--- config.mk ---
export PLATFORM = sky130hd
export DESIGN_NAME = dram_cmd_decode
export DESIGN_NICKNAME = d
export VERILOG_FILES = /design/src/rtl/dram_pkg.sv /design/src/rtl/dram_bank_fsm.sv /design/src/rtl/dram_cmd_decode.sv
export SDC_FILE = /design/constraint.sdc
export NUM_CORES = 1
export LEC_CHECK = 0
export BUFFER_PORTS_ARGS = -buffer_cell sky130_fd_sc_hd__buf_2
export CORE_ASPECT_RATIO = 0.7
export CORE_MARGIN = 4
export CORE_UTILIZATION = 35
export CTS_CLUSTER_DIAMETER = 100
export CTS_CLUSTER_SIZE = 25
export DETAILED_ROUTE_END_ITERATION = 16
export PLACE_DENSITY = 0.62
export SLEW_MARGIN = 20
export SYNTH_ARGS = -nofsm -noshare
export SYNTH_HDL_FRONTEND = slang
export SYNTH_SLANG_ARGS = --single-unit
--- constraint.sdc ---
create_clock -name CLK -period 3.8 [get_ports CLK]
set_input_delay 0.57 -clock CLK [delete_from_list [all_inputs] [get_ports CLK]]
set_output_delay 0.57 -clock CLK [all_outputs]
set_load 0.1 [all_outputs]
--- src/rtl/dram_pkg.sv ---
// dram_pkg: shared types and DDR4 command-bus decode for the DRAM-side command receiver
package dram_pkg;
    typedef enum logic [3:0] {
        CMD_NONE, CMD_ACT, CMD_RD, CMD_WR, CMD_PRE, CMD_PREA, CMD_REF, CMD_MRS, CMD_ZQC, CMD_RFU
    } cmd_t;
    typedef enum logic [3:0] {
        ERR_NONE, ERR_RFC_BUSY, ERR_ACT_OPEN, ERR_TRP, ERR_NOT_OPEN, ERR_TRCD, ERR_TRAS, ERR_REF_OPEN, ERR_RFU
    } err_t;
    typedef enum logic [1:0] {BANK_IDLE, BANK_ACTIVE, BANK_PRECH} bank_state_t;
    localparam logic [2:0] RCW_MRS = 3'b000;
    localparam logic [2:0] RCW_REF = 3'b001;
    localparam logic [2:0] RCW_PRE = 3'b010;
    localparam logic [2:0] RCW_RFU = 3'b011;
    localparam logic [2:0] RCW_WR  = 3'b100;
    localparam logic [2:0] RCW_RD  = 3'b101;
    localparam logic [2:0] RCW_ZQC = 3'b110;
    localparam int AP_BIT = 10;
    // Decode of a selected (CS_n=0, CKE=1) bus cycle; NOP maps to CMD_NONE.
    function automatic cmd_t decode_cmd(input logic act_n, input logic [2:0] rcw, input logic a10);
        if (!act_n) return CMD_ACT;
        case (rcw)
            RCW_MRS: return CMD_MRS;
            RCW_REF: return CMD_REF;
            RCW_PRE: return a10 ? CMD_PREA : CMD_PRE;
            RCW_RFU: return CMD_RFU;
            RCW_WR:  return CMD_WR;
            RCW_RD:  return CMD_RD;
            RCW_ZQC: return CMD_ZQC;
            default: return CMD_NONE;
        endcase
    endfunction
endpackage

--- src/rtl/dram_bank_fsm.sv ---
// dram_bank_fsm: one DDR4 bank - IDLE/ACTIVE/PRECH state, open row, tRCD/tRAS/tRP counters
// Ports: CLK/nRST clock and async active-low reset; i_act ACT to this bank; i_pre PRE to this
// bank or PREA; i_rdwr_ap RD/WR with auto-precharge to this bank; i_row row for ACT;
// o_idle bank accepts ACT this edge; o_active ACTIVE; o_trp_busy precharge still running;
// o_rcd_busy/o_ras_busy counters nonzero; o_row latched open row.
module dram_bank_fsm
    import dram_pkg::*;
#(
    parameter int ROW_BITS = 16,
    parameter int tRCD     = 16,
    parameter int tRP      = 16,
    parameter int tRAS     = 39
) (
    input  logic                CLK,
    input  logic                nRST,
    input  logic                i_act,
    input  logic                i_pre,
    input  logic                i_rdwr_ap,
    input  logic [ROW_BITS-1:0] i_row,
    output logic                o_idle,
    output logic                o_active,
    output logic                o_trp_busy,
    output logic                o_rcd_busy,
    output logic                o_ras_busy,
    output logic [ROW_BITS-1:0] o_row
);
    localparam int RCD_W = $clog2(tRCD + 1);
    localparam int RP_W  = $clog2(tRP + 1);
    localparam int RAS_W = $clog2(tRAS + 1);
    localparam logic [RCD_W-1:0] RCD_INIT = RCD_W'(tRCD - 1);
    localparam logic [RP_W-1:0]  RP_INIT  = RP_W'(tRP - 1);
    localparam logic [RAS_W-1:0] RAS_INIT = RAS_W'(tRAS - 1);

    bank_state_t         r_state, w_state_nxt;
    logic [ROW_BITS-1:0] r_row, w_row_nxt;
    logic [RCD_W-1:0]    r_rcd, w_rcd_nxt;
    logic [RP_W-1:0]     r_rp, w_rp_nxt;
    logic [RAS_W-1:0]    r_ras, w_ras_nxt;

    always_ff @(posedge CLK or negedge nRST) begin
        if (!nRST) begin
            r_state <= BANK_IDLE;
            r_row   <= '0;
            r_rcd   <= '0;
            r_rp    <= '0;
            r_ras   <= '0;
        end else begin
            r_state <= w_state_nxt;
            r_row   <= w_row_nxt;
            r_rcd   <= w_rcd_nxt;
            r_rp    <= w_rp_nxt;
            r_ras   <= w_ras_nxt;
        end
    end

    // A PRE/PREA reaching a non-IDLE bank reloads rp even when rp expires on the same edge.
    always_comb begin
        w_state_nxt = r_state;
        w_row_nxt   = r_row;
        w_rcd_nxt   = (r_rcd != '0) ? r_rcd - 1'b1 : r_rcd;
        w_rp_nxt    = (r_rp != '0) ? r_rp - 1'b1 : r_rp;
        w_ras_nxt   = (r_ras != '0) ? r_ras - 1'b1 : r_ras;
        if (i_act) begin
            w_state_nxt = BANK_ACTIVE;
            w_row_nxt   = i_row;
            w_rcd_nxt   = RCD_INIT;
            w_ras_nxt   = RAS_INIT;
        end else if ((i_pre && r_state != BANK_IDLE) || (i_rdwr_ap && r_state == BANK_ACTIVE)) begin
            w_state_nxt = BANK_PRECH;
            w_rp_nxt    = RP_INIT;
        end else if (r_state == BANK_PRECH && r_rp == '0) begin
            w_state_nxt = BANK_IDLE;
        end
    end

    // A bank whose rp reaches 0 counts as idle on that very edge.
    assign o_idle     = r_state == BANK_IDLE || (r_state == BANK_PRECH && r_rp == '0);
    assign o_active   = r_state == BANK_ACTIVE;
    assign o_trp_busy = r_state == BANK_PRECH && r_rp != '0;
    assign o_rcd_busy = r_rcd != '0;
    assign o_ras_busy = r_ras != '0;
    assign o_row      = r_row;
endmodule

--- src/rtl/dram_cmd_decode.sv ---
// dram_cmd_decode: DDR4 command/address bus receiver - decode, bank tracking, timing-violation flags
// Ports: CLK, nRST (async active-low), CKE, CS_n, ACT_n, RAS_n_A16, CAS_n_A15, WE_n_A14, BG, BA,
// ADDR in; cmd_valid/cmd_type/cmd_bank/cmd_row/cmd_col/cmd_ap decoded command, err_valid/err_code
// violation, err_count saturating error count, bank_open ACTIVE bank mask. Latency 1 cycle.
module dram_cmd_decode
    import dram_pkg::*;
#(
    parameter int BG_BITS  = 1,
    parameter int BA_BITS  = 2,
    parameter int ROW_BITS = 16,
    parameter int COL_BITS = 10,
    parameter int tRCD     = 16,
    parameter int tRP      = 16,
    parameter int tRAS     = 39,
    parameter int tRFC     = 280
) (
    input  logic                        CLK,
    input  logic                        nRST,
    input  logic                        CKE,
    input  logic                        CS_n,
    input  logic                        ACT_n,
    input  logic                        RAS_n_A16,
    input  logic                        CAS_n_A15,
    input  logic                        WE_n_A14,
    input  logic [BG_BITS-1:0]          BG,
    input  logic [BA_BITS-1:0]          BA,
    input  logic [13:0]                 ADDR,
    output logic                        cmd_valid,
    output cmd_t                        cmd_type,
    output logic [BG_BITS+BA_BITS-1:0]  cmd_bank,
    output logic [ROW_BITS-1:0]         cmd_row,
    output logic [COL_BITS-1:0]         cmd_col,
    output logic                        cmd_ap,
    output logic                        err_valid,
    output err_t                        err_code,
    output logic [15:0]                 err_count,
    output logic [2**(BG_BITS+BA_BITS)-1:0] bank_open
);
    localparam int BANK_W  = BG_BITS + BA_BITS;
    localparam int N_BANKS = 2 ** BANK_W;
    localparam int RFC_W   = $clog2(tRFC + 1);
    localparam logic [RFC_W-1:0] RFC_INIT = RFC_W'(tRFC - 1);

    cmd_t                w_cmd;
    err_t                w_err;
    logic [BANK_W-1:0]   w_bank;
    logic [N_BANKS-1:0]  w_bank_sel, w_idle, w_active, w_trp_busy, w_rcd_busy, w_ras_busy, w_tras_viol;
    logic [ROW_BITS-1:0] w_row_in;
    logic [ROW_BITS-1:0] w_row [N_BANKS];
    logic                w_is_rdwr, w_ap;
    logic [RFC_W-1:0]    r_rfc;
    logic                r_cmd_valid, r_cmd_ap, r_err_valid;
    cmd_t                r_cmd_type;
    err_t                r_err_code;
    logic [BANK_W-1:0]   r_cmd_bank;
    logic [ROW_BITS-1:0] r_cmd_row;
    logic [COL_BITS-1:0] r_cmd_col;
    logic [15:0]         r_err_count;

    assign w_cmd       = (!CS_n && CKE) ? decode_cmd(ACT_n, {RAS_n_A16, CAS_n_A15, WE_n_A14}, ADDR[AP_BIT]) : CMD_NONE;
    assign w_bank      = {BG, BA};
    assign w_bank_sel  = N_BANKS'(1) << w_bank;
    assign w_row_in    = ROW_BITS'({RAS_n_A16, CAS_n_A15, WE_n_A14, ADDR});
    assign w_is_rdwr   = w_cmd == CMD_RD || w_cmd == CMD_WR;
    assign w_ap        = w_is_rdwr && ADDR[AP_BIT];
    assign w_tras_viol = w_active & w_ras_busy;

    for (genvar b = 0; b < N_BANKS; b++) begin : g_bank
        dram_bank_fsm #(
            .ROW_BITS(ROW_BITS),
            .tRCD    (tRCD),
            .tRP     (tRP),
            .tRAS    (tRAS)
        ) u_bank (
            .CLK       (CLK),
            .nRST      (nRST),
            .i_act     (w_cmd == CMD_ACT && w_bank_sel[b]),
            .i_pre     ((w_cmd == CMD_PRE && w_bank_sel[b]) || w_cmd == CMD_PREA),
            .i_rdwr_ap (w_ap && w_bank_sel[b]),
            .i_row     (w_row_in),
            .o_idle    (w_idle[b]),
            .o_active  (w_active[b]),
            .o_trp_busy(w_trp_busy[b]),
            .o_rcd_busy(w_rcd_busy[b]),
            .o_ras_busy(w_ras_busy[b]),
            .o_row     (w_row[b])
        );
    end

    // Each command class can raise only its own codes, so priority reduces to RFC first.
    always_comb begin
        w_err = ERR_NONE;
        if (w_cmd != CMD_NONE) begin
            if (r_rfc != '0) w_err = ERR_RFC_BUSY;
            else case (w_cmd)
                CMD_ACT:        w_err = w_trp_busy[w_bank] ? ERR_TRP : !w_idle[w_bank] ? ERR_ACT_OPEN : ERR_NONE;
                CMD_RD, CMD_WR: w_err = !w_active[w_bank] ? ERR_NOT_OPEN : w_rcd_busy[w_bank] ? ERR_TRCD : ERR_NONE;
                CMD_PRE:        w_err = w_tras_viol[w_bank] ? ERR_TRAS : ERR_NONE;
                CMD_PREA:       w_err = |w_tras_viol ? ERR_TRAS : ERR_NONE;
                CMD_REF:        w_err = !(&w_idle) ? ERR_REF_OPEN : ERR_NONE;
                CMD_RFU:        w_err = ERR_RFU;
                default:        w_err = ERR_NONE;
            endcase
        end
    end

    always_ff @(posedge CLK or negedge nRST) begin
        if (!nRST) begin
            r_rfc       <= '0;
            r_cmd_valid <= 1'b0;
            r_cmd_type  <= CMD_NONE;
            r_cmd_bank  <= '0;
            r_cmd_row   <= '0;
            r_cmd_col   <= '0;
            r_cmd_ap    <= 1'b0;
            r_err_valid <= 1'b0;
            r_err_code  <= ERR_NONE;
            r_err_count <= '0;
        end else begin
            r_rfc       <= (w_cmd == CMD_REF) ? RFC_INIT : (r_rfc != '0) ? r_rfc - 1'b1 : r_rfc;
            r_cmd_valid <= w_cmd != CMD_NONE;
            r_cmd_type  <= w_cmd;
            r_cmd_bank  <= (w_cmd != CMD_NONE) ? w_bank : '0;
            r_cmd_row   <= (w_cmd == CMD_ACT) ? w_row_in : (w_is_rdwr && w_active[w_bank]) ? w_row[w_bank] : '0;
            r_cmd_col   <= w_is_rdwr ? ADDR[COL_BITS-1:0] : '0;
            r_cmd_ap    <= w_ap;
            r_err_valid <= w_err != ERR_NONE;
            r_err_code  <= w_err;
            if (w_err != ERR_NONE && r_err_count != 16'hFFFF) r_err_count <= r_err_count + 16'd1;
        end
    end

    assign cmd_valid = r_cmd_valid;
    assign cmd_type  = r_cmd_type;
    assign cmd_bank  = r_cmd_bank;
    assign cmd_row   = r_cmd_row;
    assign cmd_col   = r_cmd_col;
    assign cmd_ap    = r_cmd_ap;
    assign err_valid = r_err_valid;
    assign err_code  = r_err_code;
    assign err_count = r_err_count;
    assign bank_open = w_active;
endmodule

Word-level counts from Yosys, hierarchy flattened
Cells that the tools add are included.
{ "totals": {"register_bits": 337, "output_inout_bits": 64, "wordCells": 390} }
{ "classes": {"add_sub_neg": 26, "order_cmp": 2, "eq_ne": 30, "shifts": 1, "n_mux": 113, "n_bitwise": 2, "reduce_logical": 166} }
{ "op_table": {"columns": ["op", "count"], "rows": [
  ["$mux 5", 40],
  ["$mux 6", 16],
  ["$reduce_bool 5->1", 16],
  ["$sub 5x1->5 const B", 16],
  ["$mux 16", 4],
  ["$logic_and 1x1->1", 60],
  ["$mux 2", 26],
  ["$reduce_bool 2->1", 25],
  ["$bmux 16 s3", 1],
  ["$reduce_bool 6->1", 8],
  ["$sub 6x1->6 const B", 8],
  ["$logic_not 5->1", 8],
  ["$pmux 4 s7", 1],
  ["$logic_or 1x1->1", 25],
  ["$pmux 4 s6", 1],
  ["$reduce_bool 3->1", 8],
  ["$mux 3", 6],
  ["$mux 9", 2],
  ["$add 16x1->16 const B", 1],
  ["$eq 2x1->1 const B", 8],
  ["$eq 2x2->1 const B", 8],
  ["$logic_not 2->1", 8],
  ["$mux 4", 4],
  ["$ne 16x16->1 const B", 1],
  ["23 further kinds", 39]
]} }

Depth between registers and ports, before layout
{ "depth": {"word_depth": 12, "mapped_depth": 13, "ltp_nobuf": 11} }

By module
From an unflattened synthesis, not the netlist that was laid out.
{ "unflattened": {"cells_unflattened": 1410, "area_unflattened_um2": 16668.5} }
{ "modules_own_cells": {"columns": ["module", "instances", "cells_per_inst", "area_per_inst_um2", "seq_area_each_um2"], "rows": [
  ["dram_bank_fsm", 8, 126, 1540.2, 850.8],
  ["dram_cmd_decode", 1, 402, 4346.7, 1626.6]
]} }

Least setup slack after synthesis
Ideal clock, no wire load.
{ "synth_timing": {"path_kind": "register -> register", "start": "register g_bank[2].u_bank.r_rp[0]", "end": "register r_err_count[14], in the netlist err_count[14]", "arrival_time_ns": 2.856, "required_time_ns": 3.674, "slack_ns": 0.818, "stages_incl_launch_ff": 12, "period_less_slack_ns": 2.982, "path_cell_list": "dfrtp_1 inv_1 ha_1 or4b_4 and4b_1 o32a_1 a221oi_2 a31oi_1 a211o_1 or2_1 nand4_1 mux2_2"} }
{ "synth_between": {"word_cells_on_any_way": 18, "cone_classes": "10 x mux; 8 x reduce/logical"} }
{ "synth_lines": {"columns": ["item", "line_no", "text"], "rows": [
  ["start, declared", "dram_bank_fsm.sv:37", "logic [RP_W-1:0] r_rp, w_rp_nxt;"],
  ["start signal, assigned", "dram_bank_fsm.sv:51", "r_rp <= w_rp_nxt;"],
  ["$reduce_bool 5->1 / $logic_not 5->1 (equally long branches)", "dram_bank_fsm.sv:79, dram_bank_fsm.sv:77", null],
  ["$logic_and 1x1->1 (on tied branches)", "dram_bank_fsm.sv:79, dram_bank_fsm.sv:77", null],
  ["$bmux 1 s3 / $logic_or 1x1->1 (equally long branches)", "dram_cmd_decode.sv:96, dram_bank_fsm.sv:77", null],
  ["$mux 1 (implied by the code) / $reduce_and 8->1 (equally long branches)", "dram_cmd_decode.sv:96, dram_cmd_decode.sv:100", null],
  ["$mux 2 / $mux 3 (equally long branches)", "dram_cmd_decode.sv:96, dram_cmd_decode.sv:100", null],
  ["$pmux 4 s6 *", "dram_cmd_decode.sv:95", "else case (w_cmd)"],
  ["$mux 4 *", "dram_cmd_decode.sv:94", "if (r_rfc != '0) w_err = ERR_RFC_BUSY;"],
  ["$mux 4 *", "dram_cmd_decode.sv:93", "if (w_cmd != CMD_NONE) begin"],
  ["via w_err[0]", "dram_cmd_decode.sv:45", "err_t w_err;"],
  ["$reduce_bool 4->1 *", "dram_cmd_decode.sv:129", "if (w_err != ERR_NONE && r_err_count != 16'hFFFF) r_err_count <= r_err_count + 16'd1;"],
  ["$logic_and 1x1->1 *", "dram_cmd_decode.sv:129", null],
  ["end signal, assigned", "dram_cmd_decode.sv:129", null],
  ["end, declared", "dram_cmd_decode.sv:58", "logic [15:0] r_err_count;"]
]} }
The timed path passes the listed nets; every way through them passes the cells marked *. The select of a mux whose other input is x is not followed.
A chain may end at the register's enable or synchronous reset.

Worst setup path in the final report
{ "layout_timing": {"start": "register g_bank[5].u_bank.r_rp[0]", "end": "register r_err_count[12], in the netlist err_count[12]"} }
{ "layout_between": {"word_cells_on_any_way": 18, "cone_classes": "10 x mux; 8 x reduce/logical"} }
{ "layout_lines": {"columns": ["item", "line_no", "text"], "rows": [
  ["start, declared", "dram_bank_fsm.sv:37", null],
  ["start signal, assigned", "dram_bank_fsm.sv:51", null],
  ["$logic_not 5->1", "dram_bank_fsm.sv:77", "assign o_idle = r_state == BANK_IDLE || (r_state == BANK_PRECH && r_rp == '0);"],
  ["$logic_and 1x1->1", "dram_bank_fsm.sv:77", null],
  ["$logic_or 1x1->1", "dram_bank_fsm.sv:77", null],
  ["$reduce_and 8->1", "dram_cmd_decode.sv:100", "CMD_REF: w_err = !(&w_idle) ? ERR_REF_OPEN : ERR_NONE;"],
  ["$mux 3", "dram_cmd_decode.sv:100", null],
  ["$pmux 4 s6", "dram_cmd_decode.sv:95", null],
  ["$mux 4", "dram_cmd_decode.sv:94", null],
  ["$mux 4", "dram_cmd_decode.sv:93", null],
  ["via w_err[2]", "dram_cmd_decode.sv:45", null],
  ["$reduce_bool 4->1", "dram_cmd_decode.sv:129", null],
  ["$logic_and 1x1->1", "dram_cmd_decode.sv:129", null]
]} }
The timed path passes the listed nets, and every way through them passes these cells. The select of a mux whose other input is x is not followed.

==> metrics <==
worst vdd ir 262 µV; IO Count 89; post-synthesis sequential area ratio 50.8%; worst stage delay on the critical path 0.65 ns; ys async rst share 100%; H-tree Lvls 1; # diodes 0; DRC Markers 0; startpoint types flop; initial antenna violation count 1; via count 12,695; Area growth, synth to finish 9.91%; syn avg cell area 9.40 µm²; PwrDens 642 nW/µm²; gr ovfl total 0; CP Capture Type flop; worst slew pin tran 1.18 ns; fin crit period 3.38 ns; vias in the first global route 12,255; die extent in x 268 µm; critical-path cell list inv_1, ha_1, or4b_2, a21oi_1, nand4_1, o21ai_1, a21boi_0, a31oi_1, or2_1, nand4_1, mux2_2; number of CTS-inserted buffers 17; DRT antenna net count 0; final layout net count 1,896; Leak Pwr 8.85 nW; CP required 4.22 ns; hold-fix buffers at CTS 0; synth top area cells dfrtp_1 51%, nand2_1 13%, mux4_2 4.6%; PnR worst setup slack 0.419 ns; hold slack 0.0692 ns; post-CTS sizing 0; Setup Buffers After CTS 0; Ys Warns 0; relative slew slack 20.8%; Vert. Die Dim 190 µm; Initial Util 35.6%; status complete, no violations; DP Worst Slack 0.383 ns; Pre-Repair DR Iteration Count 5; clock root cell clkbuf_16; Yosys reg bits 337; slowest CP cell or4b_2; RSZ-0062 raised after global routing false; Max Fclk 296 MHz; CTS Sinks 337; CTS max path bufs 3; Gate Count Post-Synth 1,764; Layout Utilization 39.1%; core area 46,700 µm²; # setup viols final 0; HPWL after DPL 30.2 mm; Setup TNS Final 0 ns; HP Class in2async; largest net degree at the start of global routing 104; max cap viols 0; Tot GR Track Use 17.3%; Cell Area, Synth 16,600 µm²; detailed-route wire length per cell 18.1 µm; Synth top area share 50.8%; RePlAce Congestion 0.871; register area 8430 µm²; die area 51,000 µm²; Iteration-0 DRC Markers 1,277; Synth Net Count 1,839; final hold viol count 0; most frequent cells in the layout 553 x nand2_1, 337 x dfrtp_1, 90 x nor2_1, 87 x buf_2, 80 x o21ai_0; TritonCTS clock tree yes; most common cell after layout, fill and taps aside nand2_1; vias per cell 5.22; Synth cell types 66; final wirelength 44.0 mm; critical path arrival 3.80 ns; IO Port Bufs 88; CP max FO 3; multi-input logic area 7550 µm²; WS Path Type reg2reg; cell taking the most area after synthesis dfrtp_1; Setup Skew 0.0278 ns; most frequent CP cell nand4_1; Cell Rows 66; max-slew violations 0; filler cell count 4,576; Worst-Skew Late Latency 0.54 ns; layout cells sized above 1 12.0%; ys flop type dfrtp_1; global-route wire length before repair 70.4 mm; Final period util 89.0%; Clock transition at path regs 0.10 ns; number of synthesized flops with an enable pin 0
-- kinds of logic (layout without fill, tap and decap cells) --
group | after synthesis | count (layout) | synth area share (%)
AOI/OAI and AO/OA | 211 | 211 | 7.92
adders and majority gates | 50 | 50 | 3.77
xor gates and xnor gates | 69 | 69 | 3.64
muxes | 58 | 58 | 6.10
and+or+nand+nor | 882 | 882 | 23.9
DFF | 337 | 337 | 50.8
buffers and inverters | 157 | 213 | 3.79
-- state kept, by name, summed over array words and instances, names as in the netlist --
register / flops
cmd_bank: 3
err_count: 16
r_rfc: 9
cmd_row: 16
g_bank.u_bank.r_rcd: 40
g_bank.u_bank.r_ras: 48
cmd_type: 4
g_bank.u_bank.r_rp: 40
cmd_valid: 1
cmd_ap: 1
err_valid: 1
cmd_col: 10
g_bank.u_bank.r_state: 16
g_bank.u_bank.o_row: 128
err_code: 4
-- where the power goes --
group | switching [mW] | total (mW) | internal [mW]
registers | 0.912 | 5.58 | 4.67
logic | 2.42 | 4.15 | 1.72
clock network | 1.16 | 1.97 | 0.818
total | 4.49 | 11.7 | 7.21
-- layer usage --
metal | vias to the layer above | GRT usage (%) | part of all wire, %
met5 | - | 0 | 0.030
met4 | 2 | 2.48 | 1.4
met3 | 46 | 3.40 | 7.4
met2 | 395 | 25.6 | 43
met1 | 6278 | 26.8 | 49
li1 | 5974 | - | -
-- stage by stage --
step           cells  power [mW]  cell area [µm²]
6_report        2432        11.7            18200
5_1_grt         2432        12.7            18200
4_1_cts         2432        11.8            18200
3_5_place_dp    2414        9.77            17800
3_3_place_gp    2414        9.54            17800
2_1_floorplan   1764        8.72            16600
-- final timing paths --
| path | from | endpoint | slack (ns) | cells past startpoint |
|---|---|---|---|---|
| worst max register to register | g_bank[5].u_bank.r_rp[0] | err_count[12] | 0.42 | 11 |
| worst max-delay path | g_bank[5].u_bank.r_rp[0] | err_count[12] | 0.42 | 11 |
| worst min-delay path | nRST | g_bank[4].u_bank.r_rp[4] | 0.07 | 1 |
| min in group CLK | ADDR[0] | g_bank[4].u_bank.o_row[0] | 0.34 | 3 |
| worst min register to register | g_bank[3].u_bank.o_row[12] | g_bank[3].u_bank.o_row[12] | 0.48 | 2 |
| max in group asynchronous | nRST | g_bank[6].u_bank.o_row[6] | 2.73 | 2 |
-- cell type report --
type | instances | share of cell area, %
Clock inverter | 1 | 0.0892
Inverter | 66 | 1.36
Clock buffer | 17 | 2.33
Sequential cell | 337 | 46.3
Multi-Input combinational cell | 1270 | 41.4
Tap cell | 612 | 4.20
Timing Repair Buffer | 129 | 4.36
-- synth_stat cells (all sizes together) (10+ instances only) --
| cell | n |
|---|---|
| nand2 | 553 |
| dfrtp | 337 |
| nor2 | 99 |
| o21ai | 81 |
| clkbuf | 74 |
| inv | 66 |
| xnor2 | 54 |
| ha | 50 |
| a21oi | 47 |
| nor3 | 45 |
| or3 | 35 |
| mux4 | 34 |
| nor2b | 22 |
| nand3 | 20 |
| mux2i | 19 |
| and3 | 17 |
| buf | 17 |
| o31ai | 15 |
| xor2 | 15 |
| a211o | 14 |
| nor4b | 14 |
| nand3b | 13 |
| or4b | 13 |
| a21boi | 10 |
-- worst max-delay path: cells and delay by family, from the launching register on --
kind	cells	cell delay, ns
flip-flops	1	0.42
adder cells (fa/ha/maj)	1	0.18
buffers and inverters	1	0.11
AND/OR/NAND/NOR	4	1.26
multiplexers	1	0.34
AO/OA/AOI/OAI	4	0.95
Power figures use the tool's default switching activity.
